===== config.mk =====
export PLATFORM = sky130hd
export DESIGN_NAME = pci_initiator_ctrl
export DESIGN_NICKNAME = d
export VERILOG_FILES = /design/src/rtl/pci_pkg.sv /design/src/rtl/pci_devsel_timer.sv /design/src/rtl/pci_initiator_ctrl.sv
export SDC_FILE = /design/constraint.sdc
export NUM_CORES = 1
export LEC_CHECK = 0
export ABC_AREA = 1
export BUFFER_PORTS_ARGS = -buffer_cell sky130_fd_sc_hd__buf_2
export CAP_MARGIN = 20
export CORE_MARGIN = 3
export CORE_UTILIZATION = 35
export CTS_CLUSTER_DIAMETER = 120
export DETAILED_ROUTE_END_ITERATION = 7
export SYNTH_ARGS = -nofsm -noshare
export SYNTH_HDL_FRONTEND = slang
export SYNTH_SLANG_ARGS = --single-unit

===== constraint.sdc =====
create_clock -name clk -period 5.7 [get_ports clk]
set_clock_uncertainty 0.05 [all_clocks]
set_input_delay 1.14 -clock clk [delete_from_list [all_inputs] [get_ports clk]]
set_output_delay 1.14 -clock clk [all_outputs]
set_load 0.1 [all_outputs]

===== src/rtl/pci_pkg.sv =====
// Shared constants for the PCI initiator: C/BE command codes, byte-enable
// patterns and the controller state encoding.
package pci_pkg;

  localparam logic [3:0] PCI_MEM_RD = 4'b0110;
  localparam logic [3:0] PCI_MEM_WR = 4'b0111;
  localparam logic [3:0] BE_ALL     = 4'b0000;
  localparam logic [3:0] CBE_IDLE   = 4'b1111;

  localparam logic [2:0] ST_IDLE   = 3'd0;
  localparam logic [2:0] ST_REQST  = 3'd1;
  localparam logic [2:0] ST_ADDR   = 3'd2;
  localparam logic [2:0] ST_DATA   = 3'd3;
  localparam logic [2:0] ST_MABORT = 3'd4;
  localparam logic [2:0] ST_TURN   = 3'd5;

endpackage


===== src/rtl/pci_devsel_timer.sv =====
// Counts data-phase clocks with DEVSEL deasserted after the address phase and
// flags master abort once DEVSEL_TIMEOUT such clocks have elapsed unclaimed.
module pci_devsel_timer #(
  parameter int DEVSEL_TIMEOUT = 5
) (
  input  logic clk,
  input  logic rst_n,
  input  logic load_i,
  input  logic run_i,
  input  logic devsel_n_i,
  output logic expire_o
);

  localparam int TW = $clog2(DEVSEL_TIMEOUT + 1);
  localparam logic [TW-1:0] LAST = TW'(DEVSEL_TIMEOUT - 1);

  logic [TW-1:0] cnt_q, cnt_d;
  logic          armed_q, armed_d;

  // Once a target claims the transaction the timer is disarmed for the rest of it.
  always_comb begin
    cnt_d   = cnt_q;
    armed_d = armed_q;
    if (load_i) begin
      cnt_d   = '0;
      armed_d = 1'b1;
    end else if (run_i && armed_q) begin
      if (!devsel_n_i) begin
        armed_d = 1'b0;
      end else if (cnt_q != LAST) begin
        cnt_d = cnt_q + TW'(1);
      end
    end
  end

  always_ff @(posedge clk) begin
    if (!rst_n) begin
      cnt_q   <= '0;
      armed_q <= 1'b0;
    end else begin
      cnt_q   <= cnt_d;
      armed_q <= armed_d;
    end
  end

  assign expire_o = run_i && armed_q && devsel_n_i && (cnt_q == LAST);

endmodule


===== src/rtl/pci_initiator_ctrl.sv =====
// PCI bus-master front end: requests the bus, runs one address phase and a
// burst of data phases with the IRDY/TRDY/DEVSEL handshake, then turns around.
module pci_initiator_ctrl
  import pci_pkg::*;
#(
  parameter int MAX_BURST      = 4,
  parameter int CNT_W          = 3,
  parameter int DEVSEL_TIMEOUT = 5
) (
  input  logic             clk,
  input  logic             rst_n,
  input  logic             start,
  input  logic [3:0]       cmd,
  input  logic [31:0]      addr,
  input  logic [CNT_W-1:0] num_words,
  input  logic [31:0]      wr_data,
  output logic             wr_data_rd,
  output logic [31:0]      rd_data,
  output logic             rd_valid,
  output logic             REQ,
  input  logic             GNT,
  output logic             FRAME,
  output logic             IRDY,
  input  logic             FRAME_in,
  input  logic             IRDY_in,
  input  logic             TRDY,
  input  logic             DEVSEL,
  output logic [31:0]      ad_out,
  output logic             ad_oe,
  input  logic [31:0]      ad_in,
  output logic [3:0]       cbe_out,
  output logic             busy,
  output logic             done,
  output logic             abort
);

  localparam logic [CNT_W-1:0] BURST_MAX = CNT_W'(MAX_BURST);
  localparam logic [CNT_W-1:0] ONE       = CNT_W'(1);

  logic [2:0]       state_q, state_d;
  logic [3:0]       cmd_q, cmd_d;
  logic [31:0]      addr_q, addr_d;
  logic [CNT_W-1:0] remaining_q, remaining_d;
  logic [31:0]      rd_data_q, rd_data_d;
  logic             rd_valid_q, rd_valid_d;
  logic             wr_data_rd_q, wr_data_rd_d;
  logic             done_q, done_d;
  logic             abort_q, abort_d;

  logic is_wr;
  logic xfer;
  logic expire;

  function automatic logic [CNT_W-1:0] clamp_words(input logic [CNT_W-1:0] n);
    if (n > BURST_MAX) return BURST_MAX;
    return n;
  endfunction

  assign is_wr = (cmd_q == PCI_MEM_WR);
  // IRDY is always asserted in DATA, so a transfer needs only the target side.
  assign xfer  = (state_q == ST_DATA) && !TRDY && !DEVSEL;

  pci_devsel_timer #(
    .DEVSEL_TIMEOUT(DEVSEL_TIMEOUT)
  ) u_devsel_timer (
    .clk       (clk),
    .rst_n     (rst_n),
    .load_i    (state_q == ST_ADDR),
    .run_i     (state_q == ST_DATA),
    .devsel_n_i(DEVSEL),
    .expire_o  (expire)
  );

  always_comb begin
    state_d      = state_q;
    cmd_d        = cmd_q;
    addr_d       = addr_q;
    remaining_d  = remaining_q;
    rd_data_d    = rd_data_q;
    rd_valid_d   = 1'b0;
    wr_data_rd_d = 1'b0;
    done_d       = 1'b0;
    abort_d      = 1'b0;
    case (state_q)
      ST_IDLE: begin
        if (start && (num_words != '0)) begin
          state_d     = ST_REQST;
          cmd_d       = cmd;
          addr_d      = addr;
          remaining_d = clamp_words(num_words);
        end
      end
      ST_REQST: begin
        // A grant is only usable once the previous owner has left the bus.
        if (!GNT && FRAME_in && IRDY_in) state_d = ST_ADDR;
      end
      ST_ADDR: state_d = ST_DATA;
      ST_DATA: begin
        if (xfer) begin
          remaining_d = remaining_q - ONE;
          if (is_wr) begin
            wr_data_rd_d = 1'b1;
          end else begin
            rd_valid_d = 1'b1;
            rd_data_d  = ad_in;
          end
          if (remaining_q == ONE) begin
            state_d = ST_TURN;
            done_d  = 1'b1;
          end
        end else if (expire) begin
          state_d = ST_MABORT;
        end
      end
      ST_MABORT: begin
        state_d = ST_TURN;
        abort_d = 1'b1;
      end
      ST_TURN: state_d = ST_IDLE;
      default: state_d = ST_IDLE;
    endcase
  end

  always_ff @(posedge clk) begin
    if (!rst_n) begin
      state_q      <= ST_IDLE;
      remaining_q  <= '0;
      rd_data_q    <= '0;
      rd_valid_q   <= 1'b0;
      wr_data_rd_q <= 1'b0;
      done_q       <= 1'b0;
      abort_q      <= 1'b0;
    end else begin
      state_q      <= state_d;
      remaining_q  <= remaining_d;
      rd_data_q    <= rd_data_d;
      rd_valid_q   <= rd_valid_d;
      wr_data_rd_q <= wr_data_rd_d;
      done_q       <= done_d;
      abort_q      <= abort_d;
    end
  end

  always_ff @(posedge clk) begin
    cmd_q  <= cmd_d;
    addr_q <= addr_d;
  end

  // Bus-facing values decode straight from state so reset releases the bus on its edge.
  always_comb begin
    REQ     = (state_q != ST_REQST);
    FRAME   = 1'b1;
    IRDY    = 1'b1;
    ad_oe   = 1'b0;
    ad_out  = '0;
    cbe_out = CBE_IDLE;
    case (state_q)
      ST_ADDR: begin
        FRAME   = 1'b0;
        ad_oe   = 1'b1;
        ad_out  = addr_q;
        cbe_out = cmd_q;
      end
      ST_DATA: begin
        FRAME   = (remaining_q <= ONE);
        IRDY    = 1'b0;
        cbe_out = BE_ALL;
        if (is_wr) begin
          ad_oe  = 1'b1;
          ad_out = wr_data;
        end
      end
      ST_MABORT: begin
        IRDY    = 1'b0;
        cbe_out = BE_ALL;
      end
      default: ;
    endcase
  end

  assign busy       = (state_q != ST_IDLE);
  assign done       = done_q;
  assign abort      = abort_q;
  assign rd_valid   = rd_valid_q;
  assign rd_data    = rd_data_q;
  assign wr_data_rd = wr_data_rd_q;

endmodule


==> results of run 1 <==
==> cell usage after synthesis <==
library cell,instances,area (um^2)
nand2_1,94,353
nor2_1,51,191
dfxtp_1,46,921
edfxtp_1,36,1080
nand3_1,36,180
nor2_2,30,188
o21ai_1,23,115
inv_1,20,75.1
o21ai_0,19,95.1
a21oi_1,7,35.0
clkbuf_1,7,26.3
buf_6,6,67.6
buf_2,4,20.0
ha_1,4,50.1
inv_2,4,15.0
buf_4,3,22.5
nand4_1,3,18.8
nand3_2,2,20.0
nor3_1,2,10.0
o22ai_1,2,12.5
a31oi_1,1,6.26
nand3_4,1,17.5
nand3b_1,1,7.51
nor2_4,1,11.3
nor2_8,1,20.0
xnor2_1,1,8.76
xor2_1,1,8.76
==> logic make-up after synthesis <==
group / after synthesis
AO/OA/AOI/OAI: 52
buffers and inverters: 44
AND/OR/NAND/NOR: 222
XOR/XNOR: 2
flip-flops: 82
adder cells (fa/ha/maj): 4
==> worst reg2reg max path: cells and delay by family, from the launching register on <==
kind	cells	cell delay, ns
buffers and inverters	1	0.44
flip-flops	1	0.40
AND/OR/NAND/NOR	6	1.76
==> routing by layer <==
layer	vias to the layer above	routed length, um
li1	1680	-
met1	1459	3870
met2	106	4770
met3	18	689
met4	0	193
met5	-	0
==> flip-flops by register name, indices dropped and copies added, names as in the netlist <==
signal                  count
done                        1
u_devsel_timer.armed_q      1
rd_data                    32
remaining_q                 3
u_devsel_timer.cnt_q        3
rd_valid                    1
wr_data_rd                  1
state_q                     3
addr_q                     32
cmd_q                       4
abort                       1
==> report_power, final <==
part / total, mW / internal [mW] / switching [mW]
Clock: 0.426 / 0.206 / 0.220
Sequential: 0.701 / 0.677 / 0.0232
Combinational: 0.758 / 0.118 / 0.640
==> how the worst max path moves through the flow <==
stage | end | start
after floorplan | cbe_out[3] | state_q[2]$_SDFFE_PN0P_
after global placement | cbe_out[3] | state_q[0]$_SDFFE_PN0P_
after detailed placement | cbe_out[3] | state_q[0]$_SDFFE_PN0P_
after CTS | cbe_out[3] | state_q[0]$_SDFFE_PN0P_
after global routing | cbe_out[3] | state_q[0]$_SDFFE_PN0P_
final | cbe_out[3] | state_q[0]$_SDFFE_PN0P_
==> layout make-up <==
type,instances,area [um^2],area share (%)
Inverter,24,90.1,1.90
Clock inverter,7,76.3,1.61
Tap cell,133,166,3.50
Clock buffer,9,124,2.61
Multi-Input combinational cell,280,1360,28.5
Timing Repair Buffer,187,936,19.7
Sequential cell,82,2000,42.1
==> metrics by stage <==
stage / setup slack [ns] / total power [mW] / util [%] / cells / hold WS [ns]
final: 2.13 / 1.88 / 48.2 / 722 / 0.436
after global routing: 1.92 / 1.97 / 48.2 / 722 / 0.476
after CTS: 2.12 / 1.91 / 48.2 / 722 / 0.442
after detailed placement: 2.52 / 1.48 / 46.1 / 706 / 0.430
after global placement: 2.57 / 1.47 / 46.1 / 706 / 0.411
after floorplan: 1.15 / 1.34 / - / 406 / 0.399
==> cell usage in the layout, fill, tap and decap left out, types with 3 or more instances in the layout <==
cell type | Yosys | layout
edfxtp_1 | 36 | 36
nor2_2 | 30 | 30
ha_1 | 4 | 4
dfxtp_1 | 46 | 46
nand3_1 | 36 | 36
nand2_1 | 94 | 94
inv_2 | 4 | 4
inv_6 | 0 | 3
buf_2 | 4 | 187
o21ai_1 | 23 | 23
nor2_1 | 51 | 50
nand4_1 | 3 | 3
o21ai_0 | 19 | 19
clkbuf_8 | 0 | 9
a21oi_1 | 7 | 7
inv_1 | 20 | 20
==> results.json, run 1 <==
{
  "diodes": 0,
  "reg2reg_depth": 7,
  "overflow": 0,
  "ir_drop_v": 0.000159,
  "crit_path_frequent_cell": "nand2_1",
  "synth-simple-area-share_pct": 28.4,
  "wl_per_cell_um": 13.2,
  "grt_antenna_before_repair": 0,
  "synth_fp_nets": 521,
  "cp.depth": 6,
  "synthMuxAreaShare_pct": 0,
  "endpoint_kind": "output port",
  "timing.rr.start": "state_q[0]$_SDFFE_PN0P_",
  "grt_usage_pct": 16.2,
  "cts_buffers": 9,
  "cts_root_buf": "clkbuf_8",
  "yosysUniqueCellTypes": 27,
  "worst_pin_slew_ns": 1.02,
  "hpwl_mm": 7.09,
  "worstPathRequired_ns": 4.51,
  "fin_area_mm2": 0.00475,
  "synth-seq-cells": 82,
  "start_util_pct": 36.3,
  "critPathTopFamily": "simple AND/OR/NAND/NOR gates",
  "core_area_mm2": 0.00986,
  "cts_sinks": 82,
  "first_global_vias": 3145,
  "drt_wl_total_mm": 9.52,
  "final_nets": 699,
  "post-cts-setup-buffers": 0,
  "viasPerCell": 4.52,
  "syn_area_per_cell_um2": 8.81,
  "relSlewSlack_pct": 32.0,
  "path_clk_slew_ns": 0.09,
  "rrSetupSlack_ns": 2.94,
  "synthAdderAreaFrac_pct": 1.40,
  "clk_path_buf_depth": 2,
  "cts-resized-gates": 0,
  "crit_type": "register to output port",
  "syn2layout_area_growth_pct": 32.8,
  "p_per_area_mw_per_mm2": 397,
  "critPathBufInv": 1,
  "cp-start-kind": "register",
  "busiest_layer": "met2",
  "clkLatencyLatePin_ns": 0.35,
  "synthCells": 406,
  "die_h_um": 107,
  "rsz0062_at_grt": "no",
  "whs_endpoint": "u_devsel_timer.cnt_q[1]$_SDFFE_PP0P_",
  "postPlaceCellArea_mm2": 0.00455,
  "hold_viol": 0,
  "gp_congestion": 0.804,
  "first_iter_violations": 230,
  "grt_max_degree": 41,
  "cts-htree-levels": 3,
  "met2_usage_pct": 27.8,
  "outcome": "complete, no violations",
  "ys_warn_count": 0,
  "cp.arrival_ns": 2.38,
  "cpMaxStageDelayCell": "nor2_4",
  "die_w_um": 107,
  "maxSlewViolCount": 0,
  "io_pins": 188,
  "use_met1_pct": 19.0,
  "synth_xor_area_share_pct": 0.490,
  "synth_top_family_by_area": "simple AND/OR/NAND/NOR gates",
  "hold_class": "register to register",
  "grt_pass1_wl_mm": 14.7,
  "crit_fanout": 38,
  "io_buffers": 187,
  "vias": 3263,
  "fin_crit_ns": 3.57,
  "slowest_delay_ns": 0.68,
  "synth_area_mm2": 0.00358,
  "leakage_nw": 2.42,
  "ant_nets": 0,
  "reg2reg_to": "rd_data[7]$_SDFFE_PN0P_",
  "ys_seq_area_share_pct": 56.0,
  "layout-drive-gt1-share_pct": 41.1,
  "tns_ns": 0,
  "drc": 0,
  "fp-row-count": 36,
  "timing.fmax_ghz": 0.280,
  "die_area_mm2": 0.0115,
  "cts_tree": "yes",
  "holdBufCountCts": 0,
  "holdPathStages": 2,
  "synth_compound_area_share_pct": 7.38,
  "min_from": "u_devsel_timer.cnt_q[1]$_SDFFE_PP0P_",
  "setup_violations": 0,
  "min_period_over_period_pct": 62.7,
  "fillers": 973,
  "path_cells": "nand2_1, nor2_4, nor2_1, nand2_1, o21ai_0, buf_2",
  "maxCapViolations": 0,
  "grt_use_met3_pct": 4.94,
  "firstDrtPassIters": 7
}
Note: power is estimated with default switching activity, not from simulation.
==> run 2, diff against run 1 <==
Settings changed: PLACE_DENSITY set to 0.67.
Clock period 5.7 ns to 2.95 ns, I/O delays scaled along.
==> run 2 against run 1 <==
  * Clock power rose by 67%
  * Total power rose by 89%
  * Utilization rose by 0.58 points
  * Register-to-register slack got worse by 2.3 ns
==> results.json, run 2 (synthesis gave the netlist of run 1 again) <==
{
  "grt_usage_pct": 16.4,
  "pre_cts_ws_ns": 0.455,
  "outcome": "complete, no violations",
  "fin_cells": 731,
  "critPathBufInv": 3,
  "drc": 0,
  "overflow": 0,
  "cp-startpoint": "cmd_q[3]$_DFFE_PP_",
  "timing.rr.start": "cmd_q[1]$_DFFE_PP_",
  "cts-htree-levels": 3,
  "relSlewSlack_pct": 56.7,
  "grt_antenna_before_repair": 0,
  "tns_ns": 0,
  "gp_congestion": 0.824,
  "timing.fmax_ghz": 0.368,
  "viasPerCell": 4.64,
  "fin_crit_ns": 2.72,
  "min_period_over_period_pct": 92.1,
  "clkLatencyLatePin_ns": 0.34,
  "reg2reg_depth": 7,
  "cp.arrival_ns": 2.08,
  "setup_violations": 0,
  "leakage_nw": 2.45,
  "crit_type": "register to output port",
  "rrSetupSlack_ns": 0.66,
  "maxCapViolations": 0,
  "cts_tree": "yes",
  "slowest_delay_ns": 0.42,
  "path_clk_slew_ns": 0.09,
  "worst_pin_slew_ns": 0.649,
  "final_nets": 708,
  "syn2layout_area_growth_pct": 34.4,
  "layout_commonest_cell": "buf_2",
  "postPlaceCellArea_mm2": 0.00461,
  "cp.depth": 6,
  "clk_path_buf_depth": 2,
  "rsz0062_at_grt": "no",
  "grt_pass1_wl_mm": 15.1,
  "ir_drop_v": 0.000302,
  "fin_area_mm2": 0.00481,
  "core_area_mm2": 0.00986,
  "firstDrtPassIters": 4,
  "critPathTopFamily": "buffers and inverters",
  "hold_class": "primary input to register",
  "drt_wl_total_mm": 9.52,
  "crit_path_end": "ad_out[12]",
  "io_buffers": 187,
  "cts_sinks": 82,
  "fin_ws_ns": 0.233,
  "first_global_vias": 3339,
  "layout-drive-gt1-share_pct": 42.3,
  "final_cell_mix": "187 x buf_2, 94 x nand2_1, 49 x nor2_1, 46 x dfxtp_1",
  "holdBufCountCts": 0,
  "endpoint_kind": "output port",
  "die_area_mm2": 0.0115,
  "wl_per_cell_um": 13.0,
  "diodes": 0,
  "die_w_um": 107,
  "hpwl_mm": 7.20,
  "crit_fanout": 34,
  "reg2reg_to": "rd_data[29]$_SDFFE_PN0P_",
  "grt_max_degree": 41,
  "place_inst": 711,
  "p_per_area_mw_per_mm2": 742,
  "io_pins": 188,
  "cts_root_buf": "clkbuf_8",
  "cts_buffers": 9,
  "die_h_um": 107,
  "start_util_pct": 36.3,
  "worstPathRequired_ns": 2.31,
  "first_iter_violations": 183,
  "hold_viol": 0,
  "cp-start-kind": "register",
  "fp-row-count": 36,
  "cpMaxStageDelayCell": "buf_2",
  "ant_nets": 0,
  "vias": 3392,
  "path_cells": "inv_1, nand4_1, clkinv_2, nand3_1, nand2_1, buf_2",
  "maxSlewViolCount": 0
}
-- run 2: cell types whose count changed in the layout (fill, tap and decap cells not counted), moves of 2 or more --
cell / delta
buf_4: +9
o21ai_0: -2
inv_2: -2
clkbuf_1: +2
clkinv_2: +2
-- run 2: timing repair --
action / 4_1_cts / 5_1_grt
hold endpoints to repair: 0 / 0
buffers inserted: 0 / 4
setup endpoints to repair: 0 / 35
resized for setup: 0 / 3
-- run 2: routing by layer --
layer	routed length (um)	global-route usage (%)	part of all wire, %	vias up
met5	0	0	0	-
li1	-	-	-	1700
met1	3920	19.3	41	1554
met2	4740	27.8	50	119
met4	232	7.67	2.4	0
met3	630	4.21	6.6	19
-- run 2: worst register-to-register path, stage by stage (launching register included) --
cell	delay, ns
edfxtp_1	0.40
nand4_1	0.20
clkinv_2	0.43
nor2_8	0.56
inv_2	0.05
buf_4	0.28
nor2_2	0.16
nor2_1	0.05
-- run 2: final cells by class --
type | count | area [um^2]
clock buffers | 11 | 131
clock inverters | 5 | 37.5
fillers | 976 | 5060
inverters | 24 | 93.8
multi-input cells | 280 | 1370
flip-flops and latches | 82 | 2000
well taps | 133 | 166
repair buffers | 196 | 1000
-- run 2: worst min path at each step --
stage                                               startpoint                                    to  slack (ns)  depth (start not counted)
after global routing                                  addr[21]                  addr_q[21]$_DFFE_PP_        0.33                          1
after detailed placement   u_devsel_timer.armed_q$_SDFFE_PN0P_   u_devsel_timer.armed_q$_SDFFE_PN0P_        0.43                          2
after global placement    u_devsel_timer.cnt_q[1]$_SDFFE_PP0P_  u_devsel_timer.cnt_q[1]$_SDFFE_PP0P_        0.41                          2
final                                                 addr[23]                  addr_q[23]$_DFFE_PP_        0.36                          1
after floorplan            u_devsel_timer.armed_q$_SDFFE_PN0P_   u_devsel_timer.armed_q$_SDFFE_PN0P_        0.40                          2
after CTS                                              addr[1]                   addr_q[1]$_DFFE_PP_        0.34                          1
-- run 2: power breakdown --
part	switching (mW)	internal (mW)	total (mW)	leakage, nW
Clock	0.401	0.311	0.712	0.0803
Combinational	1.25	0.253	1.50	1.66
Sequential	0.0428	1.31	1.35	0.710
-- run 2: metrics by stage --
step / power [mW] / utilization [%] / hold WS, ns
6_report: 3.57 / 48.7 / 0.362
3_3_place_gp: 2.86 / 46.7 / 0.408
2_1_floorplan: 2.60 / - / 0.399
3_5_place_dp: 2.87 / 46.7 / 0.428
4_1_cts: 3.59 / 48.4 / 0.339
5_1_grt: 3.74 / 48.7 / 0.334
==> run 3, diff against run 2 <==
Settings changed: CORE_UTILIZATION 35 to 41, PLACE_DENSITY 0.67 to 0.77.
==> run 3 against run 2 <==
  * Clock power grew 5.8%
  * Sequential share of layout area grew 0.31 points
  * Flip-flop and latch count unchanged
  * Utilization rose by 8.5 points
  * Via count about the same
  * Sequential power is essentially flat
  * Die area down 14%
  * Maximum frequency decreased by 0.51%
  * Final area down 0.73%
  * Global-route usage rose by 1.8 points
  * Critical path depth stayed put
==> results.json, run 3 (synthesis gave the netlist of run 1 again) <==
{
  "total_power_mw": 3.59,
  "holdBufCountCts": 0,
  "ir_drop_v": 0.000386,
  "layout_commonest_cell": "buf_2",
  "drt_wl_total_mm": 9.19,
  "grt_antenna_before_repair": 0,
  "maxSlewViolCount": 0,
  "crit_fanout": 34,
  "first_iter_violations": 122,
  "worst_pin_slew_ns": 0.637,
  "intPower_mw": 1.87,
  "gp_congestion": 0.850,
  "final_cell_mix": "187 x buf_2, 94 x nand2_1, 49 x nor2_1, 46 x dfxtp_1",
  "die_h_um": 99.4,
  "hpwl_mm": 6.91,
  "drc": 0,
  "swShare_pct": 47.9,
  "tns_ns": 0,
  "cts_tree": "yes",
  "wl_per_cell_um": 13.1,
  "rsz0062_at_grt": "no",
  "cts_buffers": 9,
  "worstPathRequired_ns": 2.31,
  "reg2reg_depth": 7,
  "start_util_pct": 42.9,
  "vias": 3395,
  "timing.rr.start": "cmd_q[1]$_DFFE_PP_",
  "timing.fmax_ghz": 0.366,
  "holdWs_ns": 0.354,
  "first_global_vias": 3260,
  "cp.arrival_ns": 2.09,
  "ant_nets": 0,
  "viasPerCell": 4.86,
  "path_clk_slew_ns": 0.10,
  "endpoint_kind": "output port",
  "overflow": 0,
  "clk_path_buf_depth": 2,
  "crit_type": "register to output port",
  "die_w_um": 99.4,
  "grt_pass1_wl_mm": 14.6,
  "firstDrtPassIters": 4,
  "post-cts-setup-buffers": 0,
  "relSlewSlack_pct": 57.6,
  "fillers": 774,
  "clkPwrFrac_pct": 21.0,
  "outcome": "complete, no violations",
  "hold_viol": 0,
  "clkLatencyLatePin_ns": 0.35,
  "p_per_area_mw_per_mm2": 753,
  "layout-drive-gt1-share_pct": 42.3,
  "cts_sinks": 82,
  "reg2reg_to": "rd_data[12]$_SDFFE_PN0P_",
  "hold_class": "primary input to register",
  "io_pins": 188,
  "maxCapViolations": 0,
  "crit_path_end": "ad_out[28]",
  "multi_input_area_mm2": 0.00137,
  "fin_cells": 699,
  "diodes": 0,
  "grt_usage_pct": 18.2,
  "grt_max_degree": 41,
  "setup_violations": 0,
  "io_buffers": 187,
  "regArea_mm2": 0.00200,
  "cp-startpoint": "cmd_q[3]$_DFFE_PP_",
  "comb_power_share_pct": 41.5,
  "cts-htree-levels": 3,
  "place_inst": 683,
  "final_nets": 704,
  "p_sw_mw": 1.72,
  "final_core_util_pct": 57.2,
  "fin_crit_ns": 2.73,
  "cts_root_buf": "clkbuf_8",
  "min_period_over_period_pct": 92.6,
  "seqPwrFrac_pct": 37.6,
  "leakage_nw": 2.43,
  "cp-start-kind": "register",
  "core_area_mm2": 0.00834,
  "syn2layout_area_growth_pct": 33.4,
  "rrSetupSlack_ns": 0.43,
  "die_area_mm2": 0.00988,
  "fp-row-count": 33
}
-- run 3: cell count changes in the layout (fill, tap and decap cells not counted), sizes merged --
cell / previous run / this run
buf: 196 / 192
clkinvlp: 2 / 3
clkinv: 2 / 3
clkbuf: 11 / 9
-- run 3: through the flow --
stage / setup slack, ns / area (um^2)
2_1_floorplan: 0.211 / 3600
3_3_place_gp: 0.480 / 4580
3_5_place_dp: 0.448 / 4580
4_1_cts: 0.0538 / 4770
5_1_grt: 0.0441 / 4770
6_report: 0.218 / 4770
-- run 3: per-layer routing --
layer | global-route usage [%] | vias up | share of wire [%]
met1 | 21.8 | 1545 | 40
met3 | 4.21 | 20 | 7.2
met4 | 8.82 | 0 | 2.5
met2 | 30.8 | 137 | 50
met5 | 0 | - | 0
li1 | - | 1693 | -
-- run 3: how the worst min path moves through the flow --
stage	endpoint	startpoint	cells after the start
2_1_floorplan	u_devsel_timer.armed_q$_SDFFE_PN0P_	u_devsel_timer.armed_q$_SDFFE_PN0P_	2
3_3_place_gp	u_devsel_timer.cnt_q[1]$_SDFFE_PP0P_	u_devsel_timer.cnt_q[1]$_SDFFE_PP0P_	2
3_5_place_dp	rd_data[21]$_SDFFE_PN0P_	rd_data[21]$_SDFFE_PN0P_	2
4_1_cts	addr_q[16]$_DFFE_PP_	addr[16]	1
5_1_grt	cmd_q[1]$_DFFE_PP_	cmd[1]	1
6_report	addr_q[16]$_DFFE_PP_	addr[16]	1
-- run 3: power groups by stage --
stage / Combinational, mW / Sequential, mW / Clock [mW]
after CTS: 1.50 / 1.35 / 0.772
after floorplan: 1.12 / 1.48 / 0
after global placement: 1.48 / 1.37 / 0
after detailed placement: 1.50 / 1.38 / 0
after global routing: 1.57 / 1.36 / 0.817
final: 1.49 / 1.35 / 0.753
-- run 3: final cells by class --
cell class / count / area share, %
inverters: 24 / 1.97
clock buffers: 9 / 2.60
clock inverters: 7 / 1.31
well taps: 105 / 2.75
repair buffers: 192 / 20.7
flip-flops and latches: 82 / 41.9
multi-input cells: 280 / 28.8
-- run 3: what timing repair did --
| action | 4_1_cts | 5_1_grt |
|---|---|---|
| setup endpoints to repair | 0 | 35 |
| endpoints found under the hold margin | 0 | 0 |
| gates resized for setup | 0 | 3 |
-- run 3: worst max-delay path, cell delays in order, from the launching register on --
cell and delay (ns):
edfxtp_1 0.36, inv_1 0.09, nand4_1 0.18, clkinv_2 0.41, nand3_1 0.18, nand2_1 0.09, buf_2 0.42
